$ cat config.mk
export PLATFORM = sky130hd
export DESIGN_NAME = lj16_stereo_deserializer
export DESIGN_NICKNAME = d
export VERILOG_FILES = /design/src/rtl/lj16_pkg.sv /design/src/rtl/lj16_stereo_fifo.sv /design/src/rtl/lj16_stereo_deserializer.sv
export SDC_FILE = /design/constraint.sdc
export NUM_CORES = 1
export LEC_CHECK = 0
export CAP_MARGIN = 20
export CORE_MARGIN = 1
export CORE_UTILIZATION = 55
export DETAILED_ROUTE_END_ITERATION = 16
export PLACE_DENSITY = 0.75
export SETUP_SLACK_MARGIN = 0.15
export SKIP_LAST_GASP = 1
export SLEW_MARGIN = 40
export SYNTH_ARGS = -nofsm -noshare
export SYNTH_HDL_FRONTEND = slang
export SYNTH_SLANG_ARGS = --single-unit
$ cat constraint.sdc
create_clock -name bck -period 2.6 [get_ports bck]
set_input_delay 0.26 -clock bck [delete_from_list [all_inputs] [get_ports bck]]
set_output_delay 0.26 -clock bck [all_outputs]
set_load 0.005 [all_outputs]
$ cat src/rtl/lj16_pkg.sv
// Shared types for the 16-bit left-justified stereo receive path.
package lj16_pkg;

  localparam int LJ_WORD_W = 16;

  typedef struct packed {
    logic [LJ_WORD_W-1:0] left;
    logic [LJ_WORD_W-1:0] right;
  } stereo_t;

  typedef enum logic {
    UNSYNCED = 1'b0,
    SYNCED   = 1'b1
  } sync_state_t;

endpackage

$ cat src/rtl/lj16_stereo_fifo.sv
// Show-ahead stereo-sample FIFO; push while full succeeds only alongside a pop.
module lj16_stereo_fifo
  import lj16_pkg::*;
#(
  parameter int DEPTH = 4
) (
  input  logic                   clk_i,
  input  logic                   rst_ni,
  input  logic                   push_i,
  input  stereo_t                push_data_i,
  input  logic                   pop_i,
  output stereo_t                head_o,
  output logic                   full_o,
  output logic                   empty_o,
  output logic [$clog2(DEPTH):0] level_o
);

  localparam int AW = $clog2(DEPTH);
  localparam logic [AW:0] FULL_LVL = (AW+1)'(DEPTH);

  stereo_t       mem_q [DEPTH];
  logic [AW-1:0] wr_ptr_q;
  logic [AW-1:0] rd_ptr_q;
  logic [AW-1:0] last_ptr;
  logic [AW:0]   level_q;
  logic          do_push;
  logic          do_pop;

  assign full_o   = (level_q == FULL_LVL);
  assign empty_o  = (level_q == '0);
  assign level_o  = level_q;
  assign do_pop   = pop_i && !empty_o;
  assign do_push  = push_i && (!full_o || do_pop);
  assign last_ptr = rd_ptr_q - 1'b1;

  // When empty, the slot just behind the read pointer is the last sample popped.
  assign head_o = empty_o ? mem_q[last_ptr] : mem_q[rd_ptr_q];

  always_ff @(posedge clk_i or negedge rst_ni) begin
    if (!rst_ni) begin
      for (int i = 0; i < DEPTH; i++) mem_q[i] <= '0;
      wr_ptr_q <= '0;
      rd_ptr_q <= '0;
      level_q  <= '0;
    end else begin
      if (do_push) begin
        mem_q[wr_ptr_q] <= push_data_i;
        wr_ptr_q        <= wr_ptr_q + 1'b1;
      end
      if (do_pop) rd_ptr_q <= rd_ptr_q + 1'b1;
      level_q <= level_q + {{AW{1'b0}}, do_push} - {{AW{1'b0}}, do_pop};
    end
  end

endmodule

$ cat src/rtl/lj16_stereo_deserializer.sv
// Receives a 32fs 16-bit left-justified stream, pairs L/R words and queues stereo samples.
// Handshake: a sample leaves when out_valid && out_ready are both high at a rising bck.
module lj16_stereo_deserializer
  import lj16_pkg::*;
#(
  parameter int   WORD_W   = LJ_WORD_W,
  parameter int   DEPTH    = 4,
  parameter logic LEFT_POL = 1'b0
) (
  input  logic                   bck,
  input  logic                   rst_n,
  input  logic                   data,
  input  logic                   lrck,
  output logic                   out_valid,
  input  logic                   out_ready,
  output logic [WORD_W-1:0]      out_left,
  output logic [WORD_W-1:0]      out_right,
  input  logic                   err_clr,
  output logic                   frame_err,
  output logic                   ovf_err,
  output logic [$clog2(DEPTH):0] fifo_level,
  output logic                   dbg_synced
);

  localparam int            CW       = $clog2(WORD_W + 1);
  localparam logic [CW-1:0] CNT_FULL = CW'(WORD_W);
  localparam logic [CW-1:0] CNT_LAST = CW'(WORD_W - 1);

  sync_state_t       state_q;
  logic              lrck_q;
  logic [CW-1:0]     bit_cnt_q;
  logic [WORD_W-1:0] shift_q;
  logic              chan_left_q;
  logic              done_q;
  logic              done_left_q;
  logic [WORD_W-1:0] left_hold_q;
  logic              left_hold_valid_q;
  logic              frame_err_q, frame_err_d;
  logic              ovf_err_q, ovf_err_d;

  logic    lrck_edge;
  logic    short_frame;
  logic    pair_push;
  logic    pop;
  logic    fifo_full;
  logic    fifo_empty;
  stereo_t push_data;
  stereo_t head;

  assign lrck_edge   = lrck ^ lrck_q;
  assign short_frame = lrck_edge && (state_q == SYNCED) &&
                       (bit_cnt_q != '0) && (bit_cnt_q != CNT_FULL);
  assign pair_push   = done_q && !done_left_q && left_hold_valid_q;
  assign push_data   = '{left: left_hold_q, right: shift_q};
  assign pop         = out_valid && out_ready;

  always_comb begin
    frame_err_d = (err_clr ? 1'b0 : frame_err_q) | short_frame;
    ovf_err_d   = (err_clr ? 1'b0 : ovf_err_q) | (pair_push && fifo_full && !pop);
  end

  always_ff @(posedge bck or negedge rst_n) begin
    if (!rst_n) begin
      state_q           <= UNSYNCED;
      lrck_q            <= 1'b0;
      bit_cnt_q         <= '0;
      shift_q           <= '0;
      chan_left_q       <= 1'b0;
      done_q            <= 1'b0;
      done_left_q       <= 1'b0;
      left_hold_q       <= '0;
      left_hold_valid_q <= 1'b0;
      frame_err_q       <= 1'b0;
      ovf_err_q         <= 1'b0;
    end else begin
      lrck_q      <= lrck;
      done_q      <= 1'b0;
      frame_err_q <= frame_err_d;
      ovf_err_q   <= ovf_err_d;
      if (lrck_edge) begin
        state_q     <= SYNCED;
        shift_q     <= {{(WORD_W-1){1'b0}}, data};
        bit_cnt_q   <= CW'(1);
        chan_left_q <= (lrck == LEFT_POL);
      end else if ((state_q == SYNCED) && (bit_cnt_q != CNT_FULL)) begin
        shift_q   <= {shift_q[WORD_W-2:0], data};
        bit_cnt_q <= bit_cnt_q + 1'b1;
        if (bit_cnt_q == CNT_LAST) begin
          done_q      <= 1'b1;
          done_left_q <= chan_left_q;
        end
      end
      // shift_q still holds the completed word during the done cycle.
      if (short_frame) begin
        left_hold_valid_q <= 1'b0;
      end else if (done_q && done_left_q) begin
        left_hold_q       <= shift_q;
        left_hold_valid_q <= 1'b1;
      end else if (done_q) begin
        left_hold_valid_q <= 1'b0;
      end
    end
  end

  lj16_stereo_fifo #(.DEPTH(DEPTH)) u_fifo (
    .clk_i       (bck),
    .rst_ni      (rst_n),
    .push_i      (pair_push),
    .push_data_i (push_data),
    .pop_i       (pop),
    .head_o      (head),
    .full_o      (fifo_full),
    .empty_o     (fifo_empty),
    .level_o     (fifo_level)
  );

  assign out_valid  = !fifo_empty;
  assign out_left   = head.left;
  assign out_right  = head.right;
  assign frame_err  = frame_err_q;
  assign ovf_err    = ovf_err_q;
  assign dbg_synced = (state_q == SYNCED);

endmodule

==> flow_metrics.tcl <==
set metrics [dict create \
    drive_gt1_share_pct 32.9 \
    synth-simple-area-share_pct 9.36 \
    synthesis.nets 808 \
    grt-ovfl-total 0 \
    drv_cap 0 \
    place_area_um2 10100 \
    synth.avg_cell_area_um2 12.1 \
    stdcell_count 1081 \
    cts_tree "built" \
    worst-path-stages 8 \
    ys_types 43 \
    die_width_um 134 \
    timing.slew.headroom_pct 62.0 \
    final_area_um2 11100 \
    wl_per_cell_um 21.8 \
    worst_pin_slew_ps 569 \
    synth_compound_area_share_pct 10.8 \
    die_height_um 134 \
    cp.arrival_ps 2220 \
    grt_max_degree 84 \
    drt_wl_total_um 23500 \
    ys_async_sr_fraction_pct 100 \
    clock_skew_ps 10.0 \
    insertion_delay_ps 440 \
    p_per_area_nw_per_um2 795 \
    io_buffers 44 \
    setup_viol 0 \
    yosys_warnings 0 \
    max_freq_mhz 404 \
    rsz0062_at_grt "yes" \
    antenna_found_initial 0 \
    syn_area_um2 9580 \
    critPathTopFamily "buffers and inverters" \
    cp-start-kind "flip-flop" \
    grt_util_all_layers_pct 27.3 \
    yosys.area_share.adder_pct 1.36 \
    h-tree-depth 4 \
    cp_max_fo 8 \
    synth_top_family_by_area "multiplexers" \
    required_ps 2340 \
    path_cells "nor3_4 -> buf_6 -> buf_12 -> buf_8 -> nor2_1 -> a211oi_1 -> o21ai_1 -> dlygate4sd2_1" \
    placed_cells 1019 \
    endpoint "out_right[8]" \
    timing.critical_path.from "u_fifo.level_o[0]$_DFF_PN0_" \
    ioPinCount 45 \
    coreArea_um2 16800 \
    place.gp.congestion 0.744 \
    post-route-min-period_ps 2480 \
    nets 863 \
    worstSetupPathType "flip-flop to output port" \
    peakVddDrop_uv 525 \
    drt-initial-drc-count 502 \
    critPathCaptureType "output port" \
    status "finished clean" \
    drc 0 \
    synthMuxAreaShare_pct 25.2 \
    fin_tns_setup_ps 0 \
    p_total_uw 8860 \
    synth_xor_area_share_pct 0.823 \
    synthCells 793 \
    r2r_cells 5 \
    cts_buffers 17 \
    critPathMaxStageDelay_ps 400 \
    grt_pass1_vias 6777 \
    r2r_start "u_fifo.level_o[0]$_DFF_PN0_" \
    rows 47 \
    num_vias 6633 \
    yosysTopAreaCell "dfrtp_1" \
    cp_num_buf_inv 4 \
    ff2ff_setup_slack_ps 370 \
    ys_seq_elements 180 \
    synth_edf_count 0 \
    routedLengthMet1_um 10300 \
    critPathSlowestCell "dfrtp_1" \
    clk_pin_slew_ps 70 \
    areaGrowthSynthToFinish_pct 16.4 \
    diodes 0 \
    cts_buffer_depth 2 \
    synthTopCellsByArea "dfrtp_1 (47%), mux2_4 (19%), o21ai_0 (4.9%), mux2i_1 (3.4%), mux2_2 (2.9%)" \
    first_pass_iters 5 \
    post-route-period-util_pct 95.3 \
    dr_wl_met2_um 11500 \
    dr_wl_met3_um 933 \
    drtAntennaViolNets 0 \
    drv_slew 0 \
    seq_area_frac_synth_pct 47.0 \
    hold_path.class "input pin to asynchronous set/reset pin" \
    cts_sinks 180 \
    cts_root_buffer "clkbuf_16" \
    synth_flop_cell "dfrtp_1" \
    p_leak_uw 0.00562 \
    hold_viol_final 0 \
    dp_hpwl_um 13500 \
    synth_top_area_share_pct 47.0 \
    die-area_um2 17900 \
    start_util_pct 56.9 \
    via_per_inst 6.14 \
    highest_layer "met4" \
    rr_endpoint "u_fifo.mem_q[111]$_DFFE_PN0P_" \
    grt_pass1_wl_um 37300 \
]
power by group:
part	total [uW]	internal [uW]	switching [uW]	leakage, uW
clock network	2490	1370	1120	0.000272
registers	2950	2870	78.4	0.00248
logic	3420	1520	1900	0.00287
cells in the mapped netlist, types with 2 or more instances:
| cell | count |
|---|---|
| mux2_4 | 120 |
| nand2_1 | 37 |
| dfrtp_1 | 180 |
| mux2_2 | 25 |
| inv_1 | 13 |
| clkbuf_1 | 38 |
| xor2_1 | 3 |
| o21ai_1 | 5 |
| a211oi_1 | 32 |
| buf_4 | 2 |
| buf_12 | 13 |
| a21oi_1 | 49 |
| ha_1 | 8 |
| nand3_1 | 4 |
| nand2_8 | 4 |
| nor3b_1 | 31 |
| and3_1 | 34 |
| o21ai_0 | 93 |
| nor2_1 | 35 |
| xnor2_1 | 6 |
| buf_2 | 7 |
| mux2i_1 | 33 |
per-stage QoR:
| stage | setup WS (ps) | util, % | hold WS [ps] |
|---|---|---|---|
| global route | 3.44 | 66.3 | 369 |
| finish | 122 | 66.3 | 338 |
| floorplan | 507 | - | -35.6 |
| CTS | -55.5 | 65.3 | 342 |
| detailed placement | 30.2 | 60.1 | 217 |
| global placement | 123 | 60.1 | 208 |
metal layers:
layer | vias to the layer above | GRT usage [%]
li1 | 2947 | -
met1 | 3426 | 35.3
met2 | 202 | 44.2
met3 | 58 | 4.31
met4 | 0 | 14.6
met5 | - | 0
final cells by class:
class | count | area (um2)
repair buffers | 98 | 1060
inverters | 14 | 55.1
fillers | 1199 | 5670
well taps | 220 | 275
clock inverters | 12 | 104
multi-input cells | 537 | 4680
flip-flops and latches | 180 | 4510
clock buffers | 20 | 457
cells by family after synthesis:
group	Yosys count
adders and majority gates	10
xor gates and xnor gates	9
and+or+nand+nor	154
muxes	178
buffers and inverters	76
DFF	180
AOI/OAI and AO/OA	186
how the worst min path moves through the flow:
stage               startpoint                        endpoint  slack, ps  cells past startpoint
floorplan                rst_n        bit_cnt_q[0]$_DFFE_PN0P_        -40                      0
global placement         rst_n     u_fifo.level_o[1]$_DFF_PN0_        210                      1
detailed placement       rst_n     u_fifo.level_o[0]$_DFF_PN0_        220                      1
CTS                      rst_n  u_fifo.rd_ptr_q[1]$_DFFE_PN0P_        340                      2
global route             rst_n  u_fifo.rd_ptr_q[1]$_DFFE_PN0P_        370                      2
finish                   rst_n    u_fifo.mem_q[29]$_DFFE_PN0P_        340                      2
sequential cells by signal, indices dropped and copies added (netlist names):
name               cells
left_hold_valid_q      1
bit_cnt_q              5
u_fifo.rd_ptr_q        2
chan_left_q            1
u_fifo.wr_ptr_q        2
dbg_synced             1
shift_q               16
done_q                 1
lrck_q                 1
done_left_q            1
ovf_err                1
frame_err              1
u_fifo.level_o         3
u_fifo.mem_q         128
left_hold_q           16
layout by cell type, fill, tap and decap left out, drive strengths merged, types with 11 or more instances in the layout:
master / n
dfrtp: 180
mux2: 145
o21ai: 99
buf: 55
a21oi: 49
nand2: 41
clkbuf: 37
nor2: 35
and3: 34
mux2i: 33
a211oi: 32
nor3b: 31
inv: 16
clkdlybuf4s50: 11
repair_timing:
action,CTS,global route
setup buffers,19,5
resized for setup,75,86
hold buffers,1,0
cloned,3,2
hold endpoints to repair,39,0
setup endpoints to repair,32,32
pin swaps,14,32
No activity file was read; power rests on OpenSTA's default activity.
